File: src/rtl/mem_access_controller_pkg.sv
// Shared constants for the memory access controller: SPARC op3 codes for the
// supported loads/stores, trap types, FSM state encoding and decode helpers.
package mem_access_controller_pkg;

  // Load op3 codes
  localparam logic [5:0] OP3_LD   = 6'b000000;
  localparam logic [5:0] OP3_LDUB = 6'b000001;
  localparam logic [5:0] OP3_LDUH = 6'b000010;
  localparam logic [5:0] OP3_LDSB = 6'b001001;
  localparam logic [5:0] OP3_LDSH = 6'b001010;
  // Store op3 codes
  localparam logic [5:0] OP3_ST   = 6'b000100;
  localparam logic [5:0] OP3_STB  = 6'b000101;
  localparam logic [5:0] OP3_STH  = 6'b000110;

  // Trap types reported on trap_tt
  localparam logic [7:0] TT_NONE             = 8'h00;
  localparam logic [7:0] TT_ILLEGAL_INSTR    = 8'h02;
  localparam logic [7:0] TT_MEM_NOT_ALIGNED  = 8'h07;
  localparam logic [7:0] TT_INSTR_ACCESS_ERR = 8'h21;
  localparam logic [7:0] TT_DATA_ACCESS_ERR  = 8'h29;

  // FSM state encoding
  localparam logic [2:0] ST_IDLE   = 3'd0;
  localparam logic [2:0] ST_SETUP  = 3'd1;
  localparam logic [2:0] ST_ACCESS = 3'd2;
  localparam logic [2:0] ST_LATCH  = 3'd3;
  localparam logic [2:0] ST_DONE   = 3'd4;
  localparam logic [2:0] ST_TRAP   = 3'd5;

  // Access width implied by an op3; SZ_BAD marks an unsupported op3
  typedef enum logic [1:0] {
    SZ_BYTE = 2'd0,
    SZ_HALF = 2'd1,
    SZ_WORD = 2'd2,
    SZ_BAD  = 2'd3
  } acc_size_e;

  function automatic acc_size_e op3_size(input logic [5:0] op3);
    acc_size_e sz;
    case (op3)
      OP3_LD, OP3_ST:             sz = SZ_WORD;
      OP3_LDUH, OP3_LDSH, OP3_STH: sz = SZ_HALF;
      OP3_LDUB, OP3_LDSB, OP3_STB: sz = SZ_BYTE;
      default:                    sz = SZ_BAD;
    endcase
    return sz;
  endfunction

  function automatic logic op3_is_store(input logic [5:0] op3);
    logic st;
    case (op3)
      OP3_ST, OP3_STB, OP3_STH: st = 1'b1;
      default:                  st = 1'b0;
    endcase
    return st;
  endfunction

  // Low address bits that must be zero for the given access width
  function automatic logic addr_misaligned(input acc_size_e sz, input logic [1:0] lo);
    logic bad;
    case (sz)
      SZ_WORD: bad = (lo != 2'b00);
      SZ_HALF: bad = lo[0];
      default: bad = 1'b0;
    endcase
    return bad;
  endfunction

endpackage

File: src/rtl/mem_access_controller_if.sv
// Requester, MAR/MDR and RAM handshake signals of the memory access controller.
// master: the controller; slave: requesters, datapath and RAM around it.
interface mem_access_controller_if;
  logic        fetch_req;
  logic [31:0] fetch_addr;
  logic        fetch_done;
  logic        data_req;
  logic [5:0]  data_op3;
  logic [31:0] data_addr;
  logic        data_done;
  logic        gnt_fetch;
  logic        gnt_data;
  logic        trap;
  logic [7:0]  trap_tt;
  logic [31:0] mem_addr;
  logic        MAR_Enable;
  logic        MDR_Enable;
  logic        MDR_Mux_select;
  logic        RAM_enable;
  logic [5:0]  RAM_OpCode;
  logic        MFC;
  logic        busy;

  modport master (
    input  fetch_req, fetch_addr, data_req, data_op3, data_addr, MFC,
    output fetch_done, data_done, gnt_fetch, gnt_data, trap, trap_tt,
           mem_addr, MAR_Enable, MDR_Enable, MDR_Mux_select,
           RAM_enable, RAM_OpCode, busy
  );

  modport slave (
    output fetch_req, fetch_addr, data_req, data_op3, data_addr, MFC,
    input  fetch_done, data_done, gnt_fetch, gnt_data, trap, trap_tt,
           mem_addr, MAR_Enable, MDR_Enable, MDR_Mux_select,
           RAM_enable, RAM_OpCode, busy
  );
endinterface

File: src/rtl/mem_access_controller_arbiter.sv
// Two-way round-robin request arbiter (fetch vs. data). Grants are only
// issued while enable is high; a tie goes to the side not granted last.
// After reset the last grant is taken to be data, so fetch wins the first tie.
module mem_access_controller_arbiter (
  input  logic clk,
  input  logic clr,
  input  logic enable,
  input  logic fetch_req,
  input  logic data_req,
  output logic gnt_fetch,
  output logic gnt_data
);

  logic last_data_r;
  logic pick_data_s;

  // Pick the winner: a lone request wins, a tie flips against the last grant.
  always_comb begin
    pick_data_s = 1'b0;
    if (fetch_req && data_req) begin
      pick_data_s = ~last_data_r;
    end else if (data_req) begin
      pick_data_s = 1'b1;
    end else begin
      pick_data_s = 1'b0;
    end
  end

  assign gnt_data  = enable & data_req & pick_data_s;
  assign gnt_fetch = enable & fetch_req & ~pick_data_s;

  // Remember which requester was served last.
  always_ff @(posedge clk) begin
    if (clr) begin
      last_data_r <= 1'b1;
    end else if (gnt_data) begin
      last_data_r <= 1'b1;
    end else if (gnt_fetch) begin
      last_data_r <= 1'b0;
    end else begin
      last_data_r <= last_data_r;
    end
  end

endmodule

File: src/rtl/mem_access_controller.sv
// Memory access controller: arbitrates instruction fetch vs. data load/store,
// sequences MAR/MDR loads and the RAM handshake, and reports completion or a
// trap (illegal op3, misaligned address, optional access timeout).
// Optional feature: define MEM_TIMEOUT_EN to trap an ACCESS phase that sees no
// MFC within TIMEOUT_CYCLES cycles; without it ACCESS waits for MFC forever.
module mem_access_controller
  import mem_access_controller_pkg::*;
#(
  parameter int TIMEOUT_CYCLES = 64,
  parameter int CNT_W          = 7
)
(
  input logic                     Clk,
  input logic                     Clr,
  mem_access_controller_if.master bus
);

  logic [2:0]  state_r;
  logic [2:0]  state_s;
  logic        data_sel_r;   // 1: current access belongs to the data requester
  logic [5:0]  op_r;
  logic [31:0] addr_r;
  logic [7:0]  trap_tt_r;
  logic [7:0]  tt_s;
  logic        idle_s;
  logic        gnt_fetch_s;
  logic        gnt_data_s;
  logic        timeout_s;
  acc_size_e   size_s;

  assign idle_s = (state_r == ST_IDLE);
  assign size_s = op3_size(op_r);

  mem_access_controller_arbiter u_arbiter (
    .clk       (Clk),
    .clr       (Clr),
    .enable    (idle_s),
    .fetch_req (bus.fetch_req),
    .data_req  (bus.data_req),
    .gnt_fetch (gnt_fetch_s),
    .gnt_data  (gnt_data_s)
  );

`ifdef MEM_TIMEOUT_EN
  logic [CNT_W-1:0] cnt_r;

  // Count ACCESS cycles; the count restarts every time ACCESS is entered.
  always_ff @(posedge Clk) begin
    if (Clr) begin
      cnt_r <= '0;
    end else if (state_r == ST_ACCESS) begin
      cnt_r <= cnt_r + CNT_W'(1);
    end else begin
      cnt_r <= '0;
    end
  end

  assign timeout_s = (state_r == ST_ACCESS) && (cnt_r == CNT_W'(TIMEOUT_CYCLES - 1));
`else
  assign timeout_s = 1'b0;
`endif

  // Next-state and trap-type selection.
  always_comb begin
    state_s = state_r;
    tt_s    = trap_tt_r;
    case (state_r)
      ST_IDLE: begin
        if (gnt_fetch_s || gnt_data_s) begin
          state_s = ST_SETUP;
        end else begin
          state_s = ST_IDLE;
        end
      end
      ST_SETUP: begin
        if (size_s == SZ_BAD) begin
          state_s = ST_TRAP;
          tt_s    = TT_ILLEGAL_INSTR;
        end else if (addr_misaligned(size_s, addr_r[1:0])) begin
          state_s = ST_TRAP;
          tt_s    = TT_MEM_NOT_ALIGNED;
        end else begin
          state_s = ST_ACCESS;
        end
      end
      ST_ACCESS: begin
        // MFC has priority over a timeout expiring in the same cycle
        if (bus.MFC) begin
          if (op3_is_store(op_r)) begin
            state_s = ST_DONE;
          end else begin
            state_s = ST_LATCH;
          end
        end else if (timeout_s) begin
          state_s = ST_TRAP;
          tt_s    = data_sel_r ? TT_DATA_ACCESS_ERR : TT_INSTR_ACCESS_ERR;
        end else begin
          state_s = ST_ACCESS;
        end
      end
      ST_LATCH: state_s = ST_DONE;
      ST_DONE:  state_s = ST_IDLE;
      ST_TRAP:  state_s = ST_IDLE;
      default:  state_s = ST_IDLE;
    endcase
  end

  // State register; trap_tt is captured on entry to TRAP and held afterwards.
  always_ff @(posedge Clk) begin
    if (Clr) begin
      state_r   <= ST_IDLE;
      trap_tt_r <= TT_NONE;
    end else begin
      state_r <= state_s;
      if (state_s == ST_TRAP) begin
        trap_tt_r <= tt_s;
      end else begin
        trap_tt_r <= trap_tt_r;
      end
    end
  end

  // Latch the granted request so the requester may drop it after the grant.
  always_ff @(posedge Clk) begin
    if (Clr) begin
      data_sel_r <= 1'b0;
      op_r       <= OP3_LD;
      addr_r     <= 32'h0000_0000;
    end else if (gnt_data_s) begin
      data_sel_r <= 1'b1;
      op_r       <= bus.data_op3;
      addr_r     <= bus.data_addr;
    end else if (gnt_fetch_s) begin
      data_sel_r <= 1'b0;
      op_r       <= OP3_LD;
      addr_r     <= bus.fetch_addr;
    end else begin
      data_sel_r <= data_sel_r;
      op_r       <= op_r;
      addr_r     <= addr_r;
    end
  end

  logic       mar_en_s;
  logic       mdr_en_s;
  logic       mdr_mux_s;
  logic       ram_en_s;
  logic [5:0] ram_op_s;
  logic       fetch_done_s;
  logic       data_done_s;
  logic       trap_s;

  // Decode datapath and handshake strobes from the state register.
  always_comb begin
    mar_en_s     = 1'b0;
    mdr_en_s     = 1'b0;
    mdr_mux_s    = 1'b0;
    ram_en_s     = 1'b0;
    ram_op_s     = 6'b000000;
    fetch_done_s = 1'b0;
    data_done_s  = 1'b0;
    trap_s       = 1'b0;
    case (state_r)
      ST_SETUP: begin
        mar_en_s = 1'b1;
        // stores capture register data into MDR alongside the MAR load
        mdr_en_s = op3_is_store(op_r);
      end
      ST_ACCESS: begin
        ram_en_s = 1'b1;
        ram_op_s = op_r;
      end
      ST_LATCH: begin
        mdr_en_s  = 1'b1;
        mdr_mux_s = 1'b1;
      end
      ST_DONE: begin
        fetch_done_s = ~data_sel_r;
        data_done_s  = data_sel_r;
      end
      ST_TRAP: begin
        trap_s = 1'b1;
      end
      default: begin
        mar_en_s = 1'b0;
      end
    endcase
  end

  assign bus.gnt_fetch      = gnt_fetch_s;
  assign bus.gnt_data       = gnt_data_s;
  assign bus.fetch_done     = fetch_done_s;
  assign bus.data_done      = data_done_s;
  assign bus.trap           = trap_s;
  assign bus.trap_tt        = trap_tt_r;
  assign bus.mem_addr       = addr_r;
  assign bus.MAR_Enable     = mar_en_s;
  assign bus.MDR_Enable     = mdr_en_s;
  assign bus.MDR_Mux_select = mdr_mux_s;
  assign bus.RAM_enable     = ram_en_s;
  assign bus.RAM_OpCode     = ram_op_s;
  assign bus.busy           = ~idle_s;

endmodule
File: src/flat_wrapper.sv
// flat-port wrapper written by rule: the top's interface ports become plain ports
module mem_access_controller_flat import mem_access_controller_pkg::*;
#(
  parameter int TIMEOUT_CYCLES = 64,
  parameter int CNT_W          = 7
)
  (Clk, Clr, bus_fetch_req, bus_fetch_addr, bus_data_req, bus_data_op3, bus_data_addr, bus_MFC, bus_fetch_done, bus_data_done, bus_gnt_fetch, bus_gnt_data, bus_trap, bus_trap_tt, bus_mem_addr, bus_MAR_Enable, bus_MDR_Enable, bus_MDR_Mux_select, bus_RAM_enable, bus_RAM_OpCode, bus_busy);
  mem_access_controller_if bus_i ();
  input logic Clk;
  input logic Clr;
  input wire logic [$bits(bus_i.fetch_req)-1:0] bus_fetch_req;
  input wire logic [$bits(bus_i.fetch_addr)-1:0] bus_fetch_addr;
  input wire logic [$bits(bus_i.data_req)-1:0] bus_data_req;
  input wire logic [$bits(bus_i.data_op3)-1:0] bus_data_op3;
  input wire logic [$bits(bus_i.data_addr)-1:0] bus_data_addr;
  input wire logic [$bits(bus_i.MFC)-1:0] bus_MFC;
  output wire logic [$bits(bus_i.fetch_done)-1:0] bus_fetch_done;
  output wire logic [$bits(bus_i.data_done)-1:0] bus_data_done;
  output wire logic [$bits(bus_i.gnt_fetch)-1:0] bus_gnt_fetch;
  output wire logic [$bits(bus_i.gnt_data)-1:0] bus_gnt_data;
  output wire logic [$bits(bus_i.trap)-1:0] bus_trap;
  output wire logic [$bits(bus_i.trap_tt)-1:0] bus_trap_tt;
  output wire logic [$bits(bus_i.mem_addr)-1:0] bus_mem_addr;
  output wire logic [$bits(bus_i.MAR_Enable)-1:0] bus_MAR_Enable;
  output wire logic [$bits(bus_i.MDR_Enable)-1:0] bus_MDR_Enable;
  output wire logic [$bits(bus_i.MDR_Mux_select)-1:0] bus_MDR_Mux_select;
  output wire logic [$bits(bus_i.RAM_enable)-1:0] bus_RAM_enable;
  output wire logic [$bits(bus_i.RAM_OpCode)-1:0] bus_RAM_OpCode;
  output wire logic [$bits(bus_i.busy)-1:0] bus_busy;
  assign bus_i.fetch_req = bus_fetch_req;
  assign bus_i.fetch_addr = bus_fetch_addr;
  assign bus_i.data_req = bus_data_req;
  assign bus_i.data_op3 = bus_data_op3;
  assign bus_i.data_addr = bus_data_addr;
  assign bus_i.MFC = bus_MFC;
  assign bus_fetch_done = bus_i.fetch_done;
  assign bus_data_done = bus_i.data_done;
  assign bus_gnt_fetch = bus_i.gnt_fetch;
  assign bus_gnt_data = bus_i.gnt_data;
  assign bus_trap = bus_i.trap;
  assign bus_trap_tt = bus_i.trap_tt;
  assign bus_mem_addr = bus_i.mem_addr;
  assign bus_MAR_Enable = bus_i.MAR_Enable;
  assign bus_MDR_Enable = bus_i.MDR_Enable;
  assign bus_MDR_Mux_select = bus_i.MDR_Mux_select;
  assign bus_RAM_enable = bus_i.RAM_enable;
  assign bus_RAM_OpCode = bus_i.RAM_OpCode;
  assign bus_busy = bus_i.busy;
  mem_access_controller #(.TIMEOUT_CYCLES(TIMEOUT_CYCLES), .CNT_W(CNT_W)) u_core (.Clk(Clk), .Clr(Clr), .bus(bus_i));
endmodule
File: config.mk
export PLATFORM = sky130hd
export DESIGN_NAME = mem_access_controller_flat
export DESIGN_NICKNAME = d
export VERILOG_FILES = /design/src/rtl/mem_access_controller_pkg.sv /design/src/rtl/mem_access_controller_if.sv /design/src/rtl/mem_access_controller_arbiter.sv /design/src/rtl/mem_access_controller.sv /design/src/flat_wrapper.sv
export SDC_FILE = /design/constraint.sdc
export NUM_CORES = 1
export LEC_CHECK = 0
export CORE_ASPECT_RATIO = 1.1
export CORE_UTILIZATION = 39
export DETAILED_ROUTE_END_ITERATION = 16
export GPL_TIMING_DRIVEN = 1
export PLACE_DENSITY = 0.92
export SYNTH_ARGS = -nofsm -noshare
export SYNTH_HDL_FRONTEND = slang
export SYNTH_SLANG_ARGS = --single-unit
File: constraint.sdc
create_clock -name Clk -period 2.58 [get_ports Clk]
set_input_delay 0.258 -clock Clk [delete_from_list [all_inputs] [get_ports Clk]]
set_output_delay 0.258 -clock Clk [all_outputs]
set_load 0.01 [all_outputs]
==> run metrics, run 1 <==
cell family with most CP delay=buffers and inverters; syn avg cell area=8.451 µm²; Area Overhead vs Synth=56.27%; TritonCTS clock tree=built; R2R setup slack=630 ps; deepest clock path buffer count=2; CTS resizes=0; CP arrival=1950 ps; final cell count without fillers=476; Slew headroom=0.6405; nature of the critical path startpoint=flop; Period Utilization, post-route=0.8572; Worst-path clk slew=80 ps; clock root buffer=clkbuf_8; vias in the first global route=2397; fin area=3711 µm²; crit path cell chain=nor3_4, nand2_1, a21oi_1, clkdlybuf4s50_1; leading cell type in the layout, fill and taps excluded=clkdlybuf4s50_1; largest net degree at the start of global routing=44; Tightest Pin Transition=539.2 ps; Critical Path End Type=output pin; clk_lat worst skew=290 ps; gpl congestion=0.8539; Area contributors post-synth=dfxtp_1 (40%), nand2_1 (11%), a311oi_2 (11%); per-cell routed wire length=13.67 µm; status=finished, final reports clean; vias per cell=5.080; top_reg_cell synth=dfxtp_1; CP Launch Point=u_core.state_r[0]$_SDFF_PP0_; PD cells=1111 nW/µm²; max incr delay on CP=570 ps; CTS Buf Count=5; FMAX=0.4522 GHz; final hold vios=0; Filler Cells Inserted=498; Max Slew Vio Count=0; sequential share of the synthesized area=0.3962; Hold Buf Count CTS=0; I/O Buffers=125; ANT cells=0; final hold slack=225.9 ps; Core ar.=5806 µm²; Die Y=83.84 µm; Final ANT Viol Nets=0; initial antenna violation count=1; EDFF count, synth=0; hold crit path type=in -> reg; Initial Utilization=0.4091; path type of the worst setup path=reg -> out; Post-Syn Area=2375 µm²; post-detail-place hpwl=5016 µm; 1st-iter DRT viols=115; DP Cell Count=469; share of cells above drive strength 1=0.1178; total grt overflow=0; total negative setup slack=0 ps; Synth cell types=39; Static Leakage=1.422 nW; post-synth top area share=0.3962; Cell Rows=29; # Post-CTS Setup Buffers=0; skew final=5.180 ps; Yosys Warn Count=0; io pins=131; worst setup path end=bus_gnt_fetch; Post-Synthesis Cells=281; RSZ-0062 raised after global routing=false; fin nets=478; CP bufs+invs=1; # setup viols final=0; width of the chip=76.40 µm; DIE AREA=6405 µm²; CTS sink cnt=47; CP required=2320 ps; Max Cap Viol=0; placed standard-cell area=3623 µm²; VDD IR max=0.4529 mV; router iterations before antenna repair=5; Max H-tree Level=2; Yosys reg bits=47; Reg-to-Reg Start=u_core.state_r[0]$_SDFF_PP0_; GR Util All Layers=0.2144; DRC Markers=0; slowest CP cell=clkdlybuf4s50_1; Post-Route WL=6508 µm; Tmin final=2212 ps; async set-reset flop share out of synthesis=0; critical path depth in cells=4; most frequent cells in the layout=clkdlybuf4s50_1 (124), nand2_1 (72), dfxtp_1 (47), nor2_1 (34), a311oi_2 (17); via count=2418; area leader, netlist=dfxtp_1; first-pass GRT wire length=10970 µm; CP Max Fanout=6; reg2reg path depth=8
==> report_power, final <==
group,switching [mW],internal [mW]
Clock,0.233,0.211
Combinational,1.22,1.18
Sequential,0.224,1.06
Total,1.67,2.45
==> how the worst min path moves through the flow <==
stage / startpoint / to / slack (ps) / cells past startpoint
floorplan: bus_data_req / u_core.u_arbiter.last_data_r$_SDFFE_PP1P_ / 400 / 2
global placement: u_core.bus.trap_tt[1]$_SDFFE_PP0P_ / u_core.bus.trap_tt[1]$_SDFFE_PP0P_ / 440 / 2
detailed placement: u_core.bus.trap_tt[1]$_SDFFE_PP0P_ / u_core.bus.trap_tt[1]$_SDFFE_PP0P_ / 440 / 2
CTS: Clr / flop / 210 / 2
global route: Clr / flop / 210 / 2
finish: Clr / flop / 230 / 2
==> metal layers <==
metal  routed length (µm)  global-route usage  vias up
met1                 2507              0.2417     1092
met4                  199             0.08741        0
li1                     -                   -     1199
met3                  461             0.05464       20
met5                    0                   0        -
met2                 3339              0.3817      107
==> synthesized netlist by cell type (2+ instances only) <==
cell and count:
nor2_1 34, inv_2 2, buf_2 6, nor3_1 3
and2_1 7, dfxtp_1 47, inv_1 8, a22oi_1 5
a311oi_1 15, a311oi_2 17, nand2_1 72, ha_1 4
o21ai_0 4, buf_4 7, nand4_1 2, clkbuf_1 8
buf_6 5, a31oi_1 2, nor2_2 7, a21oi_1 7
==> registers in the layout, indices dropped and copies added (netlist names), named ones only <==
signal / count
u_core.u_arbiter.last_data_r: 1
u_core.bus.mem_addr: 32
u_core.data_sel_r: 1
u_core.op_r: 6
u_core.bus.trap_tt: 2
u_core.state_r: 3
==> layout make-up <==
| type | instances | area (µm²) | share of cell area |
|---|---|---|---|
| multi-input cells | 202 | 1242 | 0.3348 |
| flip-flops and latches | 47 | 940.9 | 0.2535 |
| repair buffers | 133 | 1306 | 0.3520 |
| clock buffers | 6 | 82.58 | 0.02225 |
| well taps | 77 | 96.34 | 0.02596 |
| clock inverters | 1 | 5.005 | 0.001349 |
| inverters | 10 | 37.54 | 0.01011 |
==> kinds of logic (layout without fill, tap and decap cells) <==
kind of cell    after synthesis  after routing  share of synthesized area
simple gates                137            137                     0.2629
compound gates               56             56                     0.2313
flops                        47             47                     0.3962
buf+inv                      36            150                    0.08693
fa+ha+maj                     4              4                    0.02108
other cells                   1              5                   0.001579
==> stage by stage <==
stage	worst slack, ps	power (mW)	util
floorplan	716.4	2.735	-
global placement	605.5	3.627	0.6241
detailed placement	530.7	3.705	0.6241
CTS	349.2	4.159	0.6392
global route	238.6	4.446	0.6392
finish	368.4	4.122	0.6392
No activity file was read; power rests on OpenSTA's default activity.
==> run 2, diff against run 1 <==
clock period = 2.3 ns   (was 2.58 ns; I/O delays follow)
==> run 2 against run 1 <==
Sequential power up 12%. Die area stayed put. Cell area grew 0.74%. Clock power grew 11%. Routed wire length rose by 3.6%. Combinational power rose by 17%. Final cell count increased by 0.42%. Global-route usage up 0.95 points. Flip-flop and latch count did not move. First-iteration DRC count grew 7.8%. Critical path type unchanged. Largest power group unchanged.
==> run metrics, run 2 (synthesized netlist as in run 1, its figures left out) <==
Sequential Area=940.9 µm² (unchanged); Filler Cells Inserted=487 (-2.2%); io pins=131 (unchanged); clock root buffer=clkbuf_8; vias in the first global route=2441 (+1.8%); Tmin final=2139 ps; R2R setup slack=350 ps (-280 ps); via count=2416 (-0.083%); vias per cell=5.054 (-0.50%); gpl congestion=0.8472 (-0.78%); # setup viols final=0 (unchanged); leading cell type in the layout, fill and taps excluded=clkdlybuf4s50_1; deepest clock path buffer count=2 (unchanged); skew final=7.674 ps (+2.494 ps); # Post-CTS Setup Buffers=0 (unchanged); clk_lat worst skew=290 ps (about the same); multi-input combinational cell area=1242 µm² (unchanged); DP Cell Count=469 (unchanged); DRC Markers=0 (unchanged); Critical Path End Type=output pin; GR Util All Layers=0.2239 (+0.009500); Post-Route WL=6743 µm (+3.6%); nature of the critical path startpoint=flop; CP Max Fanout=9 (+3); DIE AREA=6405 µm² (unchanged); per-cell routed wire length=14.11 µm (+3.2%); Worst-path clk slew=80 ps (about the same); ANT cells=0 (unchanged); TritonCTS clock tree=built; Max Cap Viol=0 (unchanged); most frequent cells in the layout=clkdlybuf4s50_1 (124), nand2_1 (72), dfxtp_1 (47), nor2_1 (34), a311oi_2 (17); Period Utilization, post-route=0.9300; Initial Utilization=0.4091 (unchanged); fin nets=480 (+0.42%); path type of the worst setup path=reg -> out; Reg-to-Reg Start=u_core.op_r[5]$_SDFFE_PP0N_; total negative setup slack=0 ps (unchanged); max FFs per register=32 (unchanged); share of cells above drive strength 1=0.1222 (+0.004400); CTS sink cnt=47 (unchanged); Hold Crit Depth=2 (unchanged); status=finished, final reports clean; Max H-tree Level=2 (unchanged); width of the chip=76.40 µm (unchanged); CTS Buf Count=5 (unchanged); Critical R2R Capture=u_core.bus.trap_tt[0]$_SDFFE_PP0P_; CTS resizes=0 (unchanged); Slew headroom=0.6449 (+0.004433); Core ar.=5806 µm² (unchanged); Tightest Pin Transition=532.6 ps (-6.649 ps); Final ANT Viol Nets=0 (unchanged); router iterations before antenna repair=4 (-1); 1st-iter DRT viols=124 (+7.8%); RSZ-0062 raised after global routing=false; largest net degree at the start of global routing=37 (-16%); Area Overhead vs Synth=57.43%; reg2reg path depth=6 (-2); I/O Buffers=125 (unchanged); total grt overflow=0 (unchanged); FMAX=0.4675 GHz; Max Slew Vio Count=0 (unchanged); Worst Hold Path EP=u_core.op_r[3]$_SDFFE_PP0N_; Static Leakage=1.436 nW (+0.97%); Cell Rows=29 (unchanged); CP required=2070 ps (-250 ps); CP arrival=1910 ps (-40 ps); post-detail-place hpwl=5186 µm (+3.4%); VDD IR max=0.6069 mV (+34%); initial antenna violation count=0 (-1); Die Y=83.84 µm (unchanged); Hold Buf Count CTS=0 (unchanged); worst min-delay path startpoint=Clr; hold crit path type=in -> reg; final cell count without fillers=478 (+0.42%); PD cells=1266 nW/µm² (+14%); first-pass GRT wire length=11520 µm (+5.0%); final hold vios=0 (unchanged)
==> run 2: changes by cell type in the layout (fill, tap and decap cells not counted), sizes merged <==
cell	change
buf	+2
==> run 2: layout make-up <==
cell class | count | area share
Inverter | 10 | 0.01004
Tap cell | 77 | 0.02577
Clock buffer | 6 | 0.02209
Sequential cell | 47 | 0.2517
Timing Repair Buffer | 135 | 0.3568
Clock inverter | 1 | 0.001339
Multi-Input combinational cell | 202 | 0.3323
==> run 2: how the worst max path moves through the flow <==
stage                                  from  cells after the start                end  slack, ps
2_1_floorplan  u_core.state_r[2]$_SDFF_PP0_                     10               flop        440
3_3_place_gp                   bus_data_req                      8               flop        350
3_5_place_dp                   bus_data_req                      7               flop        260
4_1_cts        u_core.state_r[0]$_SDFF_PP0_                      4      bus_gnt_fetch         80
5_1_grt        u_core.state_r[1]$_SDFF_PP0_                      5  bus_RAM_OpCode[5]         50
6_report       u_core.state_r[1]$_SDFF_PP0_                      5  bus_RAM_OpCode[5]        160
==> run 2: per-layer routing <==
layer  routed length (µm)  GRT usage
met4                   63    0.05944
met5                    0          0
met3                  415    0.04918
met2                 3706     0.4259
met1                 2557     0.2471
==> run 2: report_power, final <==
| group | leakage [nW] | total [mW] | internal [mW] | switching, mW |
|---|---|---|---|---|
| logic | 1.00 | 2.80 | 1.39 | 1.41 |
| registers | 0.389 | 1.44 | 1.19 | 0.255 |
| clock network | 0.0470 | 0.491 | 0.236 | 0.255 |
==> run 2: per-stage QoR <==
step	setup slack (ps)	util	area (µm²)	total power, mW	hold slack, ps
after floorplan	436.4	-	2390	3.068	374.9
after global placement	351.3	0.6263	3636	4.105	435.8
after detailed placement	259.7	0.6263	3636	4.217	443.9
after CTS	79.26	0.6414	3724	4.717	394.2
after global routing	45.78	0.6440	3739	5.085	420.4
final	161.0	0.6440	3739	4.733	405.8
==> run 2: worst max-delay path: stages, from the launching register on <==
cell	delay, ps
dfxtp_1	440
inv_1	140
nor3_1	190
buf_4	170
and2_1	130
clkdlybuf4s50_1	540
==> run 3, diff against run 2 <==
CTS_BUF_LIST = sky130_fd_sc_hd__clkbuf_8 sky130_fd_sc_hd__clkbuf_16   (was not set)
GPL_ROUTABILITY_DRIVEN = 0   (was not set)
==> results of run 3 <==
Same layout as run 2: the final DEF is identical, and so are final timing and power.
==> RTL edit, RTL diff (config.mk and constraints of run 1) <==
The option `MEM_TIMEOUT_EN` is turned on by a define.
--- a/src/rtl/mem_access_controller.sv
+++ b/src/rtl/mem_access_controller.sv
@@ -4,4 +4,6 @@
 // Optional feature: define MEM_TIMEOUT_EN to trap an ACCESS phase that sees no
 // MFC within TIMEOUT_CYCLES cycles; without it ACCESS waits for MFC forever.
+`define MEM_TIMEOUT_EN
+
 module mem_access_controller
   import mem_access_controller_pkg::*;
Check against the original RTL: no difference found for any inputs over 10 cycles, from zero or initial values; that may be too few to reach the edited logic, so the function may still have changed.
==> RTL edit against run 1 <==
- setup slack worse by 0.12 ns
- die area grew 13%
- area after synthesis increased by 14%
- first-iteration DRC count grew 70%
- power rose by 10%
- routed wire length is 14% higher
- maximum frequency fell by 5.0%
- final area is 12% higher
- sequential cell count up 10
- largest power group unchanged
- utilization decreased by 0.99 points
- critical path depth is the same
==> RTL edit: results (changes against run 1) <==
Status
  • Run status: complete, no violations

Drt
  • Number of search-and-repair iterations in the first detailed-routing pass: 4 (-1)
  • Post-detailed-route via-to-cell ratio: 5.20 (+2.3%)
  • WL final: 7420 um (+14%)
  • Drt first-iter violations: 196 (+70%)

Yosys
  • Count of different cell masters after synthesis: 52 (+33%)
  • Most instantiated cells after synthesis: 70 x sky130_fd_sc_hd__nand2_1, 57 x sky130_fd_sc_hd__dfxtp_1, 49 x sky130_fd_sc_hd__nor2_1
  • Flop and latch count out of synthesis: 57 (+21%)
  • Main area contributors after synthesis: sky130_fd_sc_hd__dfxtp_1 42%, sky130_fd_sc_hd__nand2_1 9.7%, sky130_fd_sc_hd__a311oi_1 7.1%, sky130_fd_sc_hd__nor2_1 6.8%, sky130_fd_sc_hd__a311oi_2 5.6%
  • Proportion of synthesized chip area in sequential cells: 42.3% (+2.7 points)

Placed design
  • Pre-CTS worst setup slack: 0.395 ns (-0.136 ns)
  • Number of buffers added on ports: 127 (+1.6%)
  • Placed wire-length estimate after detailed placement: 5510 um (+9.8%)

Final layout
  • Sequential share of cell area: 27.3% (+2.0 points)
  • Filler Cell Count: 557 (+12%)
  • Clock buffers: 9 (+3)
  • Fraction of area in non-clock buffers: 31.9% (-3.3 points)
  • Proportion of layout cells with a drive suffix above 1: 9.53% (-2.2 points)
  • Area used by multi-input combinational logic: 1400 sq um (+12%)
  • Non-clock buffers: 134 (+0.75%)
  • Count of multi-input combinational gates: 233 (+15%)
  • Nets: 526 (+10%)
  • Invs w/o clock: 11 (+1)

Worst setup path
  • Cells on worst reg2reg path: 6 (-2)
  • Endpoint of the most critical setup path: bus_MDR_Enable
  • Slowest cell delay on critical path: 0.52 ns (-0.05 ns)
  • Critical path buffer and inverter count: 2 (+1)
  • Largest fanout on the critical path: 8 (+2)
  • Launch instance of the worst register-to-register path: u_core.op_r[5]
  • Data arrival time of the critical path: 2.07 ns (+0.12 ns)

Pwr
  • Largest vdd supply drop: 0.000849 V (+87%)
  • Static power due to leakage: 1.63 nW (+15%)

Timing
  • Layout Skew: 0.0100 ns (+0.00482 ns)

Clock network
  • Clock latency on the worst-skew pair: 0.34 ns (+0.05 ns)
  • Clock slew at the register clock pins of the worst setup and hold paths: 0.06 ns (-0.02 ns)

GRT
  • Global routing usage on met1: 24.0% (-0.21 points)
  • Largest net degree at the start of global routing: 65 (+48%)
  • GR Util met2: 34.7% (-3.5 points)
  • Global-route track usage on met3: 8.98% (+3.5 points)
## RTL edit: changes by cell type after synthesis, moves of 3 or more
cell                       delta
sky130_fd_sc_hd__and3_1       +3
sky130_fd_sc_hd__nor2_2       -7
sky130_fd_sc_hd__xnor2_1      +3
sky130_fd_sc_hd__a311oi_2     -7
sky130_fd_sc_hd__buf_6        -4
sky130_fd_sc_hd__a311oi_1     +7
sky130_fd_sc_hd__dfxtp_1     +10
sky130_fd_sc_hd__nand3_1      +4
sky130_fd_sc_hd__nor2_1      +15
## RTL edit: metal layers
| metal | vias to the layer above | share of wire [%] | routed length (um) |
|---|---|---|---|
| met1 | 1260 | 39 | 2890 |
| li1 | 1377 | - | - |
| met4 | 0 | 1.6 | 120 |
| met2 | 123 | 50 | 3710 |
| met5 | - | 0 | 0 |
| met3 | 10 | 9.3 | 692 |
## RTL edit: where the power goes
part	switching, mW	internal [mW]	leakage (nW)
clock network	0.362	0.337	0.0883
registers	0.218	1.21	0.469
logic	1.23	1.18	1.08
total	1.81	2.73	1.63
## RTL edit: through the flow
stage	cell area [sq um]	utilization, %	instances	power [mW]
finish	4170	62.9	533	4.54
global route	4170	62.9	533	4.89
CTS	4170	62.9	533	4.58
detailed placement	4010	60.5	517	3.87
global placement	4010	60.5	517	3.80
floorplan	2710	-	324	2.82
## RTL edit: cell families (layout without fill, tap and decap cells)
family          after synthesis  after routing  synth area share [%]
xor+xnor                      4              4                  1.30
flops                        57             57                  42.3
buf+inv                      34            161                  6.26
compound gates               66             66                  21.7
other cells                   1              3                 0.139
simple gates                155            155                  26.1
fa+ha+maj                     5              5                  2.32
